[src/rtl/fifo_wr_arbiter.sv]
// fifo_wr_arbiter
//
// Shares the single write port of an async FIFO among NUM_REQ requesters in
// the source clock domain. A round-robin pick in IDLE hands the port to one
// requester, which keeps it until it sends a beat marked last or until it has
// sent MAX_BURST beats. Accepted beats pass straight through to the FIFO
// write port with no added latency, throttled by fifo_full_i.
//
// Ports
//   clk_i         source-domain clock (also the FIFO write clock)
//   rst_i         synchronous reset, active-high
//   req_valid_i   per-requester beat valid
//   req_last_i    per-requester last beat of burst
//   req_data_i    packed beats, requester k at [k*DATA_WIDTH +: DATA_WIDTH]
//   req_ready_o   per-requester beat accepted (valid & ready = transfer)
//   fifo_full_i   FIFO full flag
//   fifo_wr_en_o  FIFO write enable
//   fifo_data_o   FIFO write data
//   grant_o       one-hot current owner, 0 when idle
//   busy_o        1 while a requester owns the port

module fifo_wr_arbiter #(
    parameter int DATA_WIDTH = 32,
    parameter int NUM_REQ    = 4,
    parameter int MAX_BURST  = 4
) (
    input  logic                          clk_i,
    input  logic                          rst_i,
    input  logic [NUM_REQ-1:0]            req_valid_i,
    input  logic [NUM_REQ-1:0]            req_last_i,
    input  logic [NUM_REQ*DATA_WIDTH-1:0] req_data_i,
    output logic [NUM_REQ-1:0]            req_ready_o,
    input  logic                          fifo_full_i,
    output logic                          fifo_wr_en_o,
    output logic [DATA_WIDTH-1:0]         fifo_data_o,
    output logic [NUM_REQ-1:0]            grant_o,
    output logic                          busy_o
);

    localparam int IDX_W = (NUM_REQ > 1) ? $clog2(NUM_REQ) : 1;
    localparam int CNT_W = $clog2(MAX_BURST) + 1;

    localparam logic [CNT_W-1:0] LAST_BEAT = CNT_W'(MAX_BURST - 1);
    localparam logic [IDX_W-1:0] LAST_IDX  = IDX_W'(NUM_REQ - 1);

    typedef enum logic {
        IDLE,
        GRANT
    } state_t;

    state_t                state_q, state_d;
    logic [NUM_REQ-1:0]    grant_q, grant_d;
    logic [IDX_W-1:0]      owner_q, owner_d;
    logic [CNT_W-1:0]      beat_cnt_q, beat_cnt_d;
    logic [IDX_W-1:0]      rr_last_q, rr_last_d;

    logic                  pick_found;
    logic [IDX_W-1:0]      pick_idx;
    logic                  accept;
    logic                  burst_end;
    logic [DATA_WIDTH-1:0] req_data_arr [NUM_REQ];

    // (base + off) mod NUM_REQ; off never exceeds NUM_REQ, so one
    // conditional subtract is enough and no divider is built.
    function automatic logic [IDX_W-1:0] wrap_idx(input logic [IDX_W-1:0] base,
                                                  input int               off);
        int sum;
        sum = int'(base) + off;
        if (sum >= NUM_REQ) begin
            sum = sum - NUM_REQ;
        end
        return IDX_W'(sum);
    endfunction

    // Unpack the flat data bus so the owner's beat can be selected by index.
    always_comb begin
        for (int k = 0; k < NUM_REQ; k++) begin
            req_data_arr[k] = req_data_i[k*DATA_WIDTH +: DATA_WIDTH];
        end
    end

    // Round-robin pick: scanning from the far end toward rr_last+1 lets the
    // nearest valid requester after the previous owner overwrite the others.
    always_comb begin
        pick_found = 1'b0;
        pick_idx   = '0;
        for (int off = NUM_REQ; off >= 1; off--) begin
            if (req_valid_i[wrap_idx(rr_last_q, off)]) begin
                pick_found = 1'b1;
                pick_idx   = wrap_idx(rr_last_q, off);
            end
        end
    end

    // A beat only moves in GRANT when the owner is valid and the FIFO has
    // room; reset blocks it combinationally so nothing is written that cycle.
    assign accept    = (state_q == GRANT) && req_valid_i[owner_q] && !fifo_full_i && !rst_i;
    assign burst_end = req_last_i[owner_q] || (beat_cnt_q == LAST_BEAT);

    // State register; every piece of arbiter state returns to its reset
    // value so a burst cut by reset is never resumed.
    always_ff @(posedge clk_i) begin
        if (rst_i) begin
            state_q    <= IDLE;
            grant_q    <= '0;
            owner_q    <= '0;
            beat_cnt_q <= '0;
            rr_last_q  <= LAST_IDX;
        end else begin
            state_q    <= state_d;
            grant_q    <= grant_d;
            owner_q    <= owner_d;
            beat_cnt_q <= beat_cnt_d;
            rr_last_q  <= rr_last_d;
        end
    end

    // Next-state logic. The owner keeps the port through dropped valid and
    // full stalls; only a last beat or the burst limit releases it.
    always_comb begin
        state_d    = state_q;
        grant_d    = grant_q;
        owner_d    = owner_q;
        beat_cnt_d = beat_cnt_q;
        rr_last_d  = rr_last_q;
        case (state_q)
            IDLE: begin
                if (pick_found) begin
                    state_d = GRANT;
                    owner_d = pick_idx;
                    grant_d = NUM_REQ'(1) << pick_idx;
                end
            end
            GRANT: begin
                if (accept) begin
                    if (burst_end) begin
                        state_d    = IDLE;
                        grant_d    = '0;
                        beat_cnt_d = '0;
                        rr_last_d  = owner_q;
                    end else begin
                        beat_cnt_d = beat_cnt_q + 1'b1;
                    end
                end
            end
            default: begin
                state_d = IDLE;
            end
        endcase
    end

    // Outputs: only the owner sees ready, and the write data follows the
    // owner's bus directly with zero latency.
    always_comb begin
        req_ready_o = '0;
        fifo_data_o = '0;
        if (state_q == GRANT) begin
            req_ready_o[owner_q] = !fifo_full_i && !rst_i;
            fifo_data_o          = req_data_arr[owner_q];
        end
    end

    assign fifo_wr_en_o = accept;
    assign grant_o      = grant_q;
    assign busy_o       = (state_q == GRANT);

endmodule

[config.mk]
export PLATFORM = sky130hd
export DESIGN_NAME = fifo_wr_arbiter
export DESIGN_NICKNAME = d
export VERILOG_FILES = /design/src/rtl/fifo_wr_arbiter.sv
export SDC_FILE = /design/constraint.sdc
export NUM_CORES = 1
export LEC_CHECK = 0
export ABC_CLOCK_PERIOD_IN_PS = 2500
export CAP_MARGIN = 15
export CORE_ASPECT_RATIO = 0.6
export CORE_UTILIZATION = 29
export CTS_CLUSTER_DIAMETER = 80
export DETAILED_ROUTE_END_ITERATION = 12
export PLACE_DENSITY = 0.95
export SYNTH_ARGS = -nofsm -noshare
export SYNTH_HDL_FRONTEND = slang
export SYNTH_SLANG_ARGS = --single-unit
[constraint.sdc]
create_clock -name clk_i -period 2.5 [get_ports clk_i]
set_input_delay 0.5 -clock clk_i [delete_from_list [all_inputs] [get_ports clk_i]]
set_output_delay 0.5 -clock clk_i [all_outputs]
set_load 0.01 [all_outputs]
==> results.cfg, run 1 <==
[yosys]
synth_mux_area_frac = 0.459
synth.distinct_cells = 31
ys_seq_area_frac = 0.144
syn-cell-area_um2 = 1670
ys_ff_latch = 12
synth_xor_area_frac = 0
syn_avg_cell_area_um2 = 10.7
synthCells = 156
synthAdderAreaFrac = 0.0150
synth-compound-area-share = 0.0698
synth-simple-area-share = 0.264
ys_warn_count = 0
synth_fp_nets = 297
synth_top_family_by_area = multiplexers

[place]
io_buffers = 180
dp_hpwl_um = 6200
routabilityCongestion = 0.823
placed_area_um2 = 3640

[clock_network]
clock_path_buffers = 2
cts_root_buffer = clkbuf_8
holdBufCountCts = 0
clk_pin_slew_worst_paths_ns = 0.06
cts_inserted_buffers = 3
cts_num_sinks = 12
cts_tree = yes
clk_latency_ns = 0.24
htreeDepth = 1

[floorplanning]
core_um2 = 5310
die_y_um = 60.7
io_pins = 181
die_x_um = 99.9
initial_utilization = 0.314
num_rows = 20
die_area_um2 = 6070

[critical_path]
rr_endpoint = beat_cnt_q[0]$_SDFFE_PP0P_
crit_path_end = req_ready_o[0]
worstReg2RegStart = owner_q[0]$_SDFFE_PP0P_
r2r_cells = 5
criticalPathCategory = input port to primary output
worstSetupStartpointType = input port
critPathMaxFanout = 4
r2r_slack_ns = 0.65
worstPathRequired_ns = 2.00
worstSetupEndpointType = primary output
cp_data_arrival_time_ns = 1.88
timing.critical_path.from = rst_i

[timing]
rsz0062_at_grt = no
fin_worst_skew_ns = 0.00335
fmax_mhz = 420
fin_crit_sh = 0.953
slew_violations = 0
finalSetupViolCount = 0
hold_viol_final = 0
final.min_clock_period_ns = 2.38
max_slew.worst_pin.slew_ns = 0.481
slew_headroom = 0.678

[finish]
finish.instance_area_um2 = 3790
drive_above_1_share = 0.194
antenna_cells = 0
final_nets = 492
area_growth_pct = 127

[drt]
via_per_inst = 4.95
vias = 2112
ant_nets = 0
drcViolationCount = 0
wire_per_inst_um = 17.7
routed_wl_um = 7550
drt_iter0_drc = 65
first_pass_iters = 4

[hold_path]
hold_path_class = flop to flop

[global_route]
grt_pass1_vias = 2186
antenna_found_initial = 0
gr-usage-all-layers = 0.232
grt_pass1_wl_um = 10700
grt_max_degree = 22
grt_overflow = 0

[pwr]
power_mw = 1.07
vdd_ir_drop_max_mv = 0.300
powerDensity_nw_per_um2 = 283
p_leak_nw = 1.62

[job]
drv_cap = 0

[status]
status = finished clean
-- cell type report --
type | count | area (um2)
flip-flops and latches | 12 | 245
repair buffers | 204 | 2030
well taps | 77 | 96.3
fillers | 408 | 1520
clock buffers | 4 | 55.1
inverters | 3 | 11.3
multi-input cells | 127 | 1350
-- sequential cells by signal (all words and copies together), names as in the netlist --
register	count
grant_o	4
beat_cnt_q	3
owner_q	2
rr_last_q	2
busy_o	1
-- per-stage QoR --
stage | hold WS, ns | worst slack [ns] | cells | setup TNS, ns | utilization
after floorplan | 0.440 | 0.458 | 156 | 0 | -
after global placement | 0.445 | -0.0574 | 414 | -0.134 | 0.686
after detailed placement | 0.451 | -0.120 | 414 | -0.566 | 0.686
final | 0.457 | 0.118 | 427 | 0 | 0.714
after global routing | 0.498 | 0.0346 | 427 | 0 | 0.714
after CTS | 0.458 | 0.00173 | 418 | 0 | 0.691
-- cell usage in the layout, fill, tap and decap left out --
cell	synthesis	layout
o32ai_1	2	2
a21oi_1	7	7
o32ai_2	2	2
nand2_1	8	8
or2_1	1	1
nor2_1	8	8
nor3_1	7	7
or2_0	1	1
o31ai_1	1	1
inv_1	3	3
buf_4	1	21
buf_12	0	2
or2b_1	2	2
or3_1	3	3
clkbuf_8	0	4
o211ai_1	1	1
clkbuf_16	0	1
and2_1	34	34
mux4_2	34	34
dlymetal6s2s_1	0	13
nand2b_1	2	2
ha_1	2	2
o22a_1	1	1
nor2b_1	1	1
dfxtp_4	0	1
dlygate4sd2_1	0	24
dfxtp_2	0	1
nand3b_1	5	5
or4_4	1	1
a21boi_0	1	1
dfxtp_1	12	10
nor4_1	1	1
clkdlybuf4s50_1	0	143
nor3b_2	0	1
nand3_1	1	1
-- worst min path at each step --
stage	start	end	slack (ns)	cells after the start
floorplan	beat_cnt_q[1]$_SDFFE_PP0P_	beat_cnt_q[1]$_SDFFE_PP0P_	0.44	2
global placement	beat_cnt_q[1]$_SDFFE_PP0P_	beat_cnt_q[1]$_SDFFE_PP0P_	0.44	2
detailed placement	beat_cnt_q[1]$_SDFFE_PP0P_	beat_cnt_q[1]$_SDFFE_PP0P_	0.45	2
CTS	beat_cnt_q[1]$_SDFFE_PP0P_	beat_cnt_q[1]$_SDFFE_PP0P_	0.46	2
global route	beat_cnt_q[1]$_SDFFE_PP0P_	beat_cnt_q[1]$_SDFFE_PP0P_	0.50	2
finish	beat_cnt_q[1]$_SDFFE_PP0P_	beat_cnt_q[1]$_SDFFE_PP0P_	0.46	2
-- routing by layer --
layer	global-route usage	vias to the layer above	wire length [um]
met1	0.286	1007	3030
met5	0	-	0
met4	0.0714	0	211
li1	-	997	-
met3	0.0507	18	514
met2	0.417	90	3790
-- synth_stat cells (all sizes together) --
| cell type | count | area [um2] |
|---|---|---|
| a21boi | 1 | 7.51 |
| nand2b | 2 | 12.5 |
| buf | 7 | 42.5 |
| o22a | 1 | 8.76 |
| inv | 3 | 11.3 |
| nor2b | 1 | 6.26 |
| o32ai | 4 | 50.1 |
| or2b | 2 | 15.0 |
| a21oi | 7 | 35.0 |
| o31ai | 1 | 7.51 |
| ha | 2 | 25.0 |
| nand2 | 8 | 30.0 |
| o211ai | 1 | 7.51 |
| or2 | 2 | 12.5 |
| clkbuf | 7 | 26.3 |
| nor3b | 1 | 7.51 |
| nand3 | 1 | 5.00 |
| nor3 | 7 | 35.0 |
| mux4 | 34 | 766 |
| nand3b | 5 | 37.5 |
| and2 | 34 | 213 |
| dfxtp | 12 | 240 |
| nor4 | 1 | 6.26 |
| or4 | 1 | 11.3 |
| nor2 | 8 | 30.0 |
| or3 | 3 | 18.8 |
-- timing repair --
item,in CTS,in global routing
cloned,0,1
setup buffers,0,8
setup endpoints to repair,26,13
gates resized for setup,25,14
pin swaps,0,1
-- worst max-delay path, cell delays in order --
cell and delay (ns):
clkdlybuf4s50_1 0.49, buf_4 0.19, nor2_1 0.09, nand2_1 0.07, nor3_1 0.21, dlygate4sd2_1 0.33
-- kinds of logic after synthesis --
logic type | Yosys count
simple gates | 76
mux | 34
buf+inv | 17
compound gates | 15
flops | 12
fa+ha+maj | 2
-- where the power goes --
| group | leakage [nW] | internal [mW] | switching [mW] | total [mW] |
|---|---|---|---|---|
| clock | 0.0288 | 0.139 | 0.0712 | 0.210 |
| sequential | 0.0991 | 0.202 | 0.00923 | 0.211 |
| combinational | 1.49 | 0.448 | 0.205 | 0.652 |
| total | 1.62 | 0.788 | 0.285 | 1.07 |
Note: power is estimated with default switching activity, not from simulation.
==> run 2: changes to the inputs <==
Settings changed: CORE_ASPECT_RATIO 0.6 to 0.5, HOLD_SLACK_MARGIN set to 0.05.
==> run 2 against run 1 <==
Design area up 0.50%. Via count rose by 5.1%. Clock skew barely moved. Count of clock-buffer cells in the layout unchanged. Die area up 0.15%. First-iteration DRC count is 71% higher. Combinational power increased by 3%. Sequential power about the same. Power grew 13%. Critical path depth decreased by 1.
==> results.cfg, run 2 (synthesized netlist as in run 1, its figures left out) <==
[clock_network]
cts_tree = yes
clk_latency_ns = 0.25
clock_path_buffers = 2
cts_num_sinks = 12
cts_root_buffer = clkbuf_16
htreeDepth = 1
cts_inserted_buffers = 3
clk_pin_slew_worst_paths_ns = 0.04

[floorplanning]
die_x_um = 109
die_y_um = 55.6
die_area_um2 = 6080
num_rows = 19
io_pins = 181
initial_utilization = 0.302
core_um2 = 5520

[place]
placed_area_um2 = 3640
dp_hpwl_um = 6660
place_ws_ns = -0.0613
routabilityCongestion = 0.970
io_buffers = 180
dpl.cell_count = 409

[timing]
finalSetupViolCount = 0
fin_crit_sh = 0.973
slew_headroom = 0.693
final.min_clock_period_ns = 2.43
max_slew.worst_pin.slew_ns = 0.457
fin_ws_ns = 0.0674
hold_viol_final = 0
fin_worst_skew_ns = 0.00307
slew_violations = 0
hold_ws_ns = 0.472
fmax_mhz = 411

[pwr]
powerDensity_nw_per_um2 = 319
p_leak_nw = 1.54
vdd_ir_drop_max_mv = 0.261

[critical_path]
worstSetupEndpointType = primary output
cp_data_arrival_time_ns = 1.93
crit_slowest_cell = clkdlybuf4s50_1
critPathMaxFanout = 3
worstPathRequired_ns = 2.00
critical_path.max_stage_delay_ns = 0.54
criticalPathCategory = input port to primary output
path_buf_inv = 2
crit_top_cell = clkdlybuf4s50_1
worstSetupStartpointType = input port
path_cells = clkdlybuf4s50_1, nor3b_2, nand2_1, nor2_1, clkdlybuf4s50_1
path_delay_family = buffers and inverters

[job]
drv_cap = 0

[global_route]
grt_pass1_vias = 2384
gr-usage-all-layers = 0.267
grt_max_degree = 25
antenna_found_initial = 0
grt_pass1_wl_um = 12300
grt_overflow = 0

[drt]
first_pass_iters = 4
wl_met1_um = 3110
vias = 2219
drcViolationCount = 0
drt_iter0_drc = 111
wire_per_inst_um = 19.4
wl_met3_um = 614
via_per_inst = 5.25
wl_met2_um = 4270
ant_nets = 0
top_layer = met4
routed_wl_um = 8200

[finish]
drive_above_1_share = 0.191
antenna_cells = 0
final_cell_mix = clkdlybuf4s50_1 (146), mux4_2 (34), and2_1 (34)
final_common_cell = clkdlybuf4s50_1
final_nets = 492
final_cell_count_no_fill = 423
finish.instance_area_um2 = 3810
largest_reg_flops = 4
area_growth_pct = 128

[hold_path]
hold_path_class = flop to flop

[status]
status = finished clean
## run 2: what timing repair did
| item | 4_1_cts | 5_1_grt |
|---|---|---|
| hold buffers | 0 | 0 |
| resized for setup | 29 | 6 |
| gates cloned | 1 | 0 |
| endpoints found under the setup margin | 29 | 7 |
| buffers inserted | 0 | 9 |
## run 2: worst reg2reg max path, delay by kind of cell, from the launching register on
kind                   cells  cell delay (ns)
AND/OR/NAND/NOR            2             0.59
multiplexers               1             0.50
flip-flops                 1             0.38
buffers and inverters      2             0.29
AO/OA/AOI/OAI              1             0.14
## run 2: path summary, 6_finish.rpt
path	slack, ns	cells after the start	end	from
min	0.47	2	beat_cnt_q[1]$_SDFFE_PP0P_	beat_cnt_q[1]$_SDFFE_PP0P_
max reg2reg	0.53	6	beat_cnt_q[0]$_SDFFE_PP0P_	owner_q[0]$_SDFFE_PP0P_
min reg2reg	0.47	2	beat_cnt_q[1]$_SDFFE_PP0P_	beat_cnt_q[1]$_SDFFE_PP0P_
max	0.07	5	req_ready_o[2]	rst_i
## run 2: metrics by stage
step | power (mW) | utilization | setup TNS (ns)
6_report | 1.22 | 0.690 | 0
4_1_cts | 1.20 | 0.675 | 0
3_5_place_dp | 0.882 | 0.659 | -0.576
2_1_floorplan | 0.484 | - | 0
3_3_place_gp | 0.861 | 0.659 | -0.261
5_1_grt | 1.27 | 0.690 | -0.000167
## run 2: power breakdown
group | switching [mW] | internal [mW]
Sequential | 0.00941 | 0.202
Combinational | 0.217 | 0.452
Clock | 0.0923 | 0.242
Total | 0.318 | 0.897
## run 2: final cells by class
type / instances / area, um2
timing repair buffer: 204 / 2020
sequential: 12 / 241
fill: 417 / 1710
clock buffer: 4 / 88.8
multi-input combinational: 127 / 1350
inverter: 3 / 11.3
tap: 73 / 91.3
## run 2: metal layers
| metal | track usage | up-vias |
|---|---|---|
| met4 | 0.105 | 0 |
| met3 | 0.0527 | 21 |
| li1 | - | 996 |
| met1 | 0.308 | 1101 |
| met5 | 0 | - |
| met2 | 0.486 | 101 |
